## src/rtl/minute_hour.sv

```systemverilog
// Minutes/hours stage of a BCD clock: counts minute carries from the seconds
// stage, emits a day-rollover pulse, and lets the user set minutes and hours.
module minute_hour #(
  parameter int HOURS = 24
) (
  input  logic       clk,
  input  logic       reset,
  input  logic       ci,
  input  logic       mode_btn,
  input  logic       inc_btn,
  output logic [3:0] ML,
  output logic [3:0] MH,
  output logic [3:0] HL,
  output logic [3:0] HH,
  output logic [1:0] set_state,
  output logic       co
);

  typedef enum logic [1:0] {
    RUN      = 2'b00,
    SET_MIN  = 2'b01,
    SET_HOUR = 2'b10
  } state_t;

  localparam logic [3:0] LAST_HH = 4'((HOURS - 1) / 10);
  localparam logic [3:0] LAST_HL = 4'((HOURS - 1) % 10);

  state_t state, state_next;
  logic   mode_d, inc_d;
  logic   mode_edge, inc_edge;
  logic   min_tick, hour_tick, roll;
  logic   min_last, hour_last;
  logic [3:0] ml_next, mh_next, hl_next, hh_next;

  assign mode_edge = mode_btn & ~mode_d;
  assign inc_edge  = inc_btn & ~inc_d;
  assign set_state = state;

  // Delay registers reset high so a button held through reset yields no edge.
  always_ff @(posedge clk or posedge reset) begin
    if (reset) begin
      mode_d <= 1'b1;
      inc_d  <= 1'b1;
    end else begin
      mode_d <= mode_btn;
      inc_d  <= inc_btn;
    end
  end

  always_ff @(posedge clk or posedge reset) begin
    if (reset) state <= RUN;
    else       state <= state_next;
  end

  always_comb begin
    state_next = state;
    if (mode_edge) begin
      case (state)
        RUN:      state_next = SET_MIN;
        SET_MIN:  state_next = SET_HOUR;
        SET_HOUR: state_next = RUN;
        default:  state_next = RUN;
      endcase
    end
  end

  assign min_last  = (MH >= 4'd5) && (ML >= 4'd9);
  assign hour_last = (HH == LAST_HH) && (HL == LAST_HL);

  // A mode edge takes priority over an inc edge arriving in the same cycle.
  always_comb begin
    min_tick  = 1'b0;
    hour_tick = 1'b0;
    roll      = 1'b0;
    case (state)
      RUN: begin
        if (ci) begin
          min_tick  = 1'b1;
          hour_tick = min_last;
          roll      = min_last && hour_last;
        end
      end
      SET_MIN:  min_tick  = inc_edge && !mode_edge;
      SET_HOUR: hour_tick = inc_edge && !mode_edge;
      default: begin
        min_tick  = 1'b0;
        hour_tick = 1'b0;
      end
    endcase
  end

  always_comb begin
    ml_next = ML + 4'd1;
    mh_next = MH;
    if (ML >= 4'd9) begin
      ml_next = 4'd0;
      mh_next = (MH >= 4'd5) ? 4'd0 : MH + 4'd1;
    end
  end

  always_comb begin
    hl_next = HL + 4'd1;
    hh_next = HH;
    if (hour_last) begin
      hl_next = 4'd0;
      hh_next = 4'd0;
    end else if (HL >= 4'd9) begin
      hl_next = 4'd0;
      hh_next = HH + 4'd1;
    end
  end

  always_ff @(posedge clk or posedge reset) begin
    if (reset) begin
      ML <= 4'd0;
      MH <= 4'd0;
      HL <= 4'd0;
      HH <= 4'd0;
      co <= 1'b0;
    end else begin
      if (min_tick) begin
        ML <= ml_next;
        MH <= mh_next;
      end
      if (hour_tick) begin
        HL <= hl_next;
        HH <= hh_next;
      end
      co <= roll;
    end
  end

endmodule
```

## config.mk

```make
export PLATFORM = sky130hd
export DESIGN_NAME = minute_hour
export DESIGN_NICKNAME = d
export VERILOG_FILES = /design/src/rtl/minute_hour.sv
export SDC_FILE = /design/constraint.sdc
export NUM_CORES = 1
export LEC_CHECK = 0
export CAP_MARGIN = 10
export CORE_UTILIZATION = 52
export DETAILED_ROUTE_END_ITERATION = 8
export PLACE_DENSITY = 0.79
export SLEW_MARGIN = 10
export SYNTH_ARGS = -nofsm -noshare
export SYNTH_HDL_FRONTEND = slang
export SYNTH_SLANG_ARGS = --single-unit
```

## constraint.sdc

```tcl
create_clock -name clk -period 4.8 [get_ports clk]
set_clock_uncertainty 0.05 [all_clocks]
set_input_delay 0.96 -clock clk [delete_from_list [all_inputs] [get_ports clk]]
set_output_delay 0.96 -clock clk [all_outputs]
set_load 0.1 [all_outputs]
```

=== Word level (Yosys, flattened, before mapping) ===
Index checks and enable logic that the tools add are counted.

* Flip-flop bits (word level): 21
* Output and inout port bits: 19
* Input port bits: 5

* Mux-type cells: 13
* Bitwise gates (word level): 4
* Order comparisons: 3
* Add/subtract/negate cells: 4
* Reductions and logical operators: 9
* Eq/ne operators: 4

{| class="wikitable"
|+ Operators with widths
! kind !! count
|-
| 4-bit two-way mux || 6
|-
| 4-bit by 1-bit adder with 4-bit output (second input constant) || 4
|-
| 4-bit by 2-bit equality test with 1-bit output (second input constant) || 2
|-
| 4-bit greater-or-equal comparator (second input constant) || 2
|-
| 4-bit by 3-bit greater-or-equal comparator with 1-bit output (second input constant) || 1
|-
| 1-bit logical AND || 4
|-
| 1-bit two-way mux || 4
|-
| 1-bit one-hot mux with 2 select lines || 2
|-
| 2-bit one-hot mux with 2 select lines || 1
|-
| 2-bit AND reduction || 2
|-
| 1-bit bitwise AND || 2
|-
| 2-bit by 1-bit equality test with 1-bit output (second input constant) || 1
|-
| 2-bit equality test (second input constant) || 1
|-
| 2-bit logical NOT || 1
|-
| 1-bit NOT || 2
|-
| 2-bit nonzero test || 1
|-
| 1-bit logical NOT || 1
|}

=== Logic depth before layout (Yosys ltp) ===
* Depth in word-level cells: 6
* Mapped depth: 7
* Depth with buffers taken out: 7

=== Least setup slack after synthesis ===
Ideal clock, no wire load.

* Path type: register -> register
* Start: reg ML[1]
* End: reg HH[2]
* Library setup time: 126 ps
* Arrival time: 2774 ps
* Stages on the path, launching flop included: 8
* Buffers on the path: 0
* Clock period less this slack: 2950 ps
* Setup slack: 1850 ps
* Required time: 4624 ps
* Cells stage by stage: dfrtp_1 > inv_1 > ha_1 > nor3b_1 > or4b_4 > o31a_4 > nor3b_2 > mux2_2

* Word-level cells in the longest chain between the ends: 5

{| class="wikitable"
|+ Ends and longest elaborated chain
! element !! line !! source
|-
| start, declared || 11 || <nowiki>output logic [3:0] ML,</nowiki>
|-
| start signal, assigned || 122 || <nowiki>ML <= ml_next;</nowiki>
|-
| 4-bit greater-or-equal comparator || 67 || <nowiki>assign min_last = (MH >= 4'd5) && (ML >= 4'd9);</nowiki>
|-
| 1-bit logical AND || 67 ||
|-
| 1-bit two-way mux || 77 || <nowiki>if (ci) begin</nowiki>
|-
| 1-bit one-hot mux with 2 select lines || 75 || <nowiki>case (state)</nowiki>
|-
| 2-bit AND reduction (no line) || - ||
|-
| end signal, assigned || 127 || <nowiki>HH <= hh_next;</nowiki>
|-
| end, declared || 14 || <nowiki>output logic [3:0] HH,</nowiki>
|}

No other way between the ends.
A chain may end at the register's enable or synchronous reset.

=== Final worst setup path ===
* Start: reg state[1], in the netlist set_state[1]
* End: out set_state[1]

{| class="wikitable"
|+ RTL lines
! element !! line !! source
|-
| start, declared || 28 || <nowiki>state_t state, state_next;</nowiki>
|-
| start signal, assigned || 52 || <nowiki>else state <= state_next;</nowiki>
|-
| end, declared || 15 || <nowiki>output logic [1:0] set_state,</nowiki>
|}

No word-level cell between the ends.

==> flow_summary.yaml <==
clock_network:
  numCtsBuffers: 3
  cts_hold_buf: 0
  cts_tree: "built"
  cts_root_buf: "clkbuf_4"
  clockBufferDepth: 2
  cts_setup_buffers: 0
  cts_num_sinks: 21
  clkTransAtPathRegs_ns: 0.12
  cts.repair.resized: 0
  clkLatencyLatePin_ns: 0.30
  htree_levels: 1
yosys:
  seq_area_frac_synth_pct: 46.5
  syn-instance-count: 112
  synth.top_cell.area_share_pct: 41.9
  synth_most_common_cell: "dfrtp_1"
  synth_cell_types: 28
  synth_edf_count: 0
  yosys_warnings: 0
  synth_nets: 128
  synth_area_leaders: "dfrtp_1, ha_1, o21ai_0, dfstp_2, nand2b_1"
  synthArstFlopShare_pct: 100
  synth.top_cells.by_count: "dfrtp_1, o21ai_0, ha_1, inv_1, nor2_1"
  ys_ff_latch: 21
  synth.largest_area_cell: "dfrtp_1"
  synth_flop_cell: "dfrtp_1"
  syn_area_um2: 1130
  avgSynthCellArea_um2: 10.1
status:
  status: "complete, no violations"
setup_path:
  cpMaxStageDelayCell: "clkdlybuf4s50_1"
  crit_type: "flip-flop to primary output"
  path_buf_inv: 1
  path_cells: "clkdlybuf4s50_1"
  r2r-start: "ML[0]"
  critPathCapture: "set_state[1]"
  crit_family: "buffers and inverters"
  arrival_ns: 2.02
  r2r_end: "HH[2]"
  r2r_setup_slack_ns: 2.41
  cp.required_ns: 3.79
  critPathLaunch: "set_state[1]"
  crit_cells: 1
  max_stage_delay_ns: 1.19
  endpoint_kind: "primary output"
  worstSetupStartpointType: "flip-flop"
  reg2reg_depth: 7
  cp_max_fo: 9
drt:
  drc: 0
  drt_iter0_markers: 13
  vias: 898
  ant_nets: 0
  avgRoutedWirePerCell_um: 12.4
  routed_via_density: 5.41
  dr.pass1.iters: 4
  wl_um: 2060
sta:
  clock.fmax_mhz: 330
  rsz0062_at_grt: "no"
  setup_viol: 0
  fin_setup_tns_ns: 0
  period_share_pct: 63.1
  period_minus_slack_ns: 3.03
  tightestPinTransition_ns: 0.970
  drv_slew: 0
  finalHoldViolCount: 0
  holdWs_ns: 0.466
  relSlewSlack_pct: 35.2
cells_and_area:
  syn_to_final_growth_pct: 25.6
  final_util_pct: 71.2
  nets: 156
  drive_gt1_share_pct: 8.63
  antenna_cells: 0
  fill_cells: 159
run:
  cap_viol_max_count: 0
die:
  die_y_um: 48.7
  die_w_um: 48.7
  start_util_pct: 56.7
  rows: 16
  io_pins: 24
  die_area_um2: 2370
  coreArea_um2: 2000
global_routing:
  antenna_found_initial: 0
  grt_max_degree: 22
  overflow: 0
  grt_use_total_pct: 20.6
  grt_first_pass_wirelength_um: 3750
  grt_pass1_vias: 881
place:
  io_buffer_count: 23
  hpwlAfterDp_um: 1560
  place_congestion: 0.818
min_path:
  hold_class: "flip-flop to flip-flop"
-- per-stage QoR --
step	area, um2	setup slack (ns)	cells
after floorplan	1130	1.85	112
after global placement	1400	2.04	162
after detailed placement	1400	1.94	162
after CTS	1430	1.76	166
after global routing	1430	1.71	166
final	1430	1.77	166
-- cell families (layout without fill, tap and decap cells) --
group	after synthesis	in the layout	share of synthesized area, %
AO/OA/AOI/OAI	22	22	12.7
XOR/XNOR	1	1	0.772
adder cells (fa/ha/maj)	11	11	12.1
buffers and inverters	11	38	3.64
flip-flops	21	21	46.5
multiplexers	4	4	3.86
AND/OR/NAND/NOR	42	42	20.4
-- registers in the layout, indices dropped and copies added, names as in the netlist --
name / flops
HH: 4
HL: 4
MH: 4
ML: 4
co: 1
inc_d: 1
mode_d: 1
set_state: 2
-- metal layers --
layer / GRT usage [%] / part of all wire [%] / up-vias / routed length [um]
li1: - / - / 443 / -
met1: 25.8 / 48 / 425 / 980
met2: 34.0 / 47 / 26 / 963
met3: 4.09 / 4.2 / 4 / 87
met4: 9.80 / 1.2 / 0 / 25
met5: 0 / 0 / - / 0
-- worst min-delay path by stage --
stage                         to  depth (start not counted)  slack (ns)  startpoint
CTS                        HH[3]                          1        0.48       HH[3]
floorplan           set_state[1]                          3        0.62      mode_d
detailed placement         HH[3]                          1        0.46       HH[3]
global placement           HH[3]                          1        0.43       HH[3]
global route               HH[3]                          1        0.49       HH[3]
finish                     HH[3]                          1        0.47       HH[3]
-- cell usage in the layout, fill, tap and decap left out, drive strengths merged, types with 3 or more instances in the layout --
| cell | count |
|---|---|
| inv | 11 |
| clkbuf | 4 |
| nand3 | 5 |
| dfrtp | 19 |
| o21ai | 12 |
| nor2 | 10 |
| nand2b | 7 |
| mux2 | 3 |
| nand2 | 9 |
| ha | 11 |
| clkdlybuf4s50 | 23 |
-- final cells by class --
class	count	area [um2]	area share, %
Inverter	11	41.3	2.90
Timing Repair Buffer	23	230	16.2
Clock buffer	4	26.3	1.84
Tap cell	27	33.8	2.37
Multi-Input combinational cell	80	566	39.7
Sequential cell	21	528	37.0
Power is left out: the tool's default activity adds up to more than one toggle a clock period on the data nets, which glitch-free logic cannot reach.
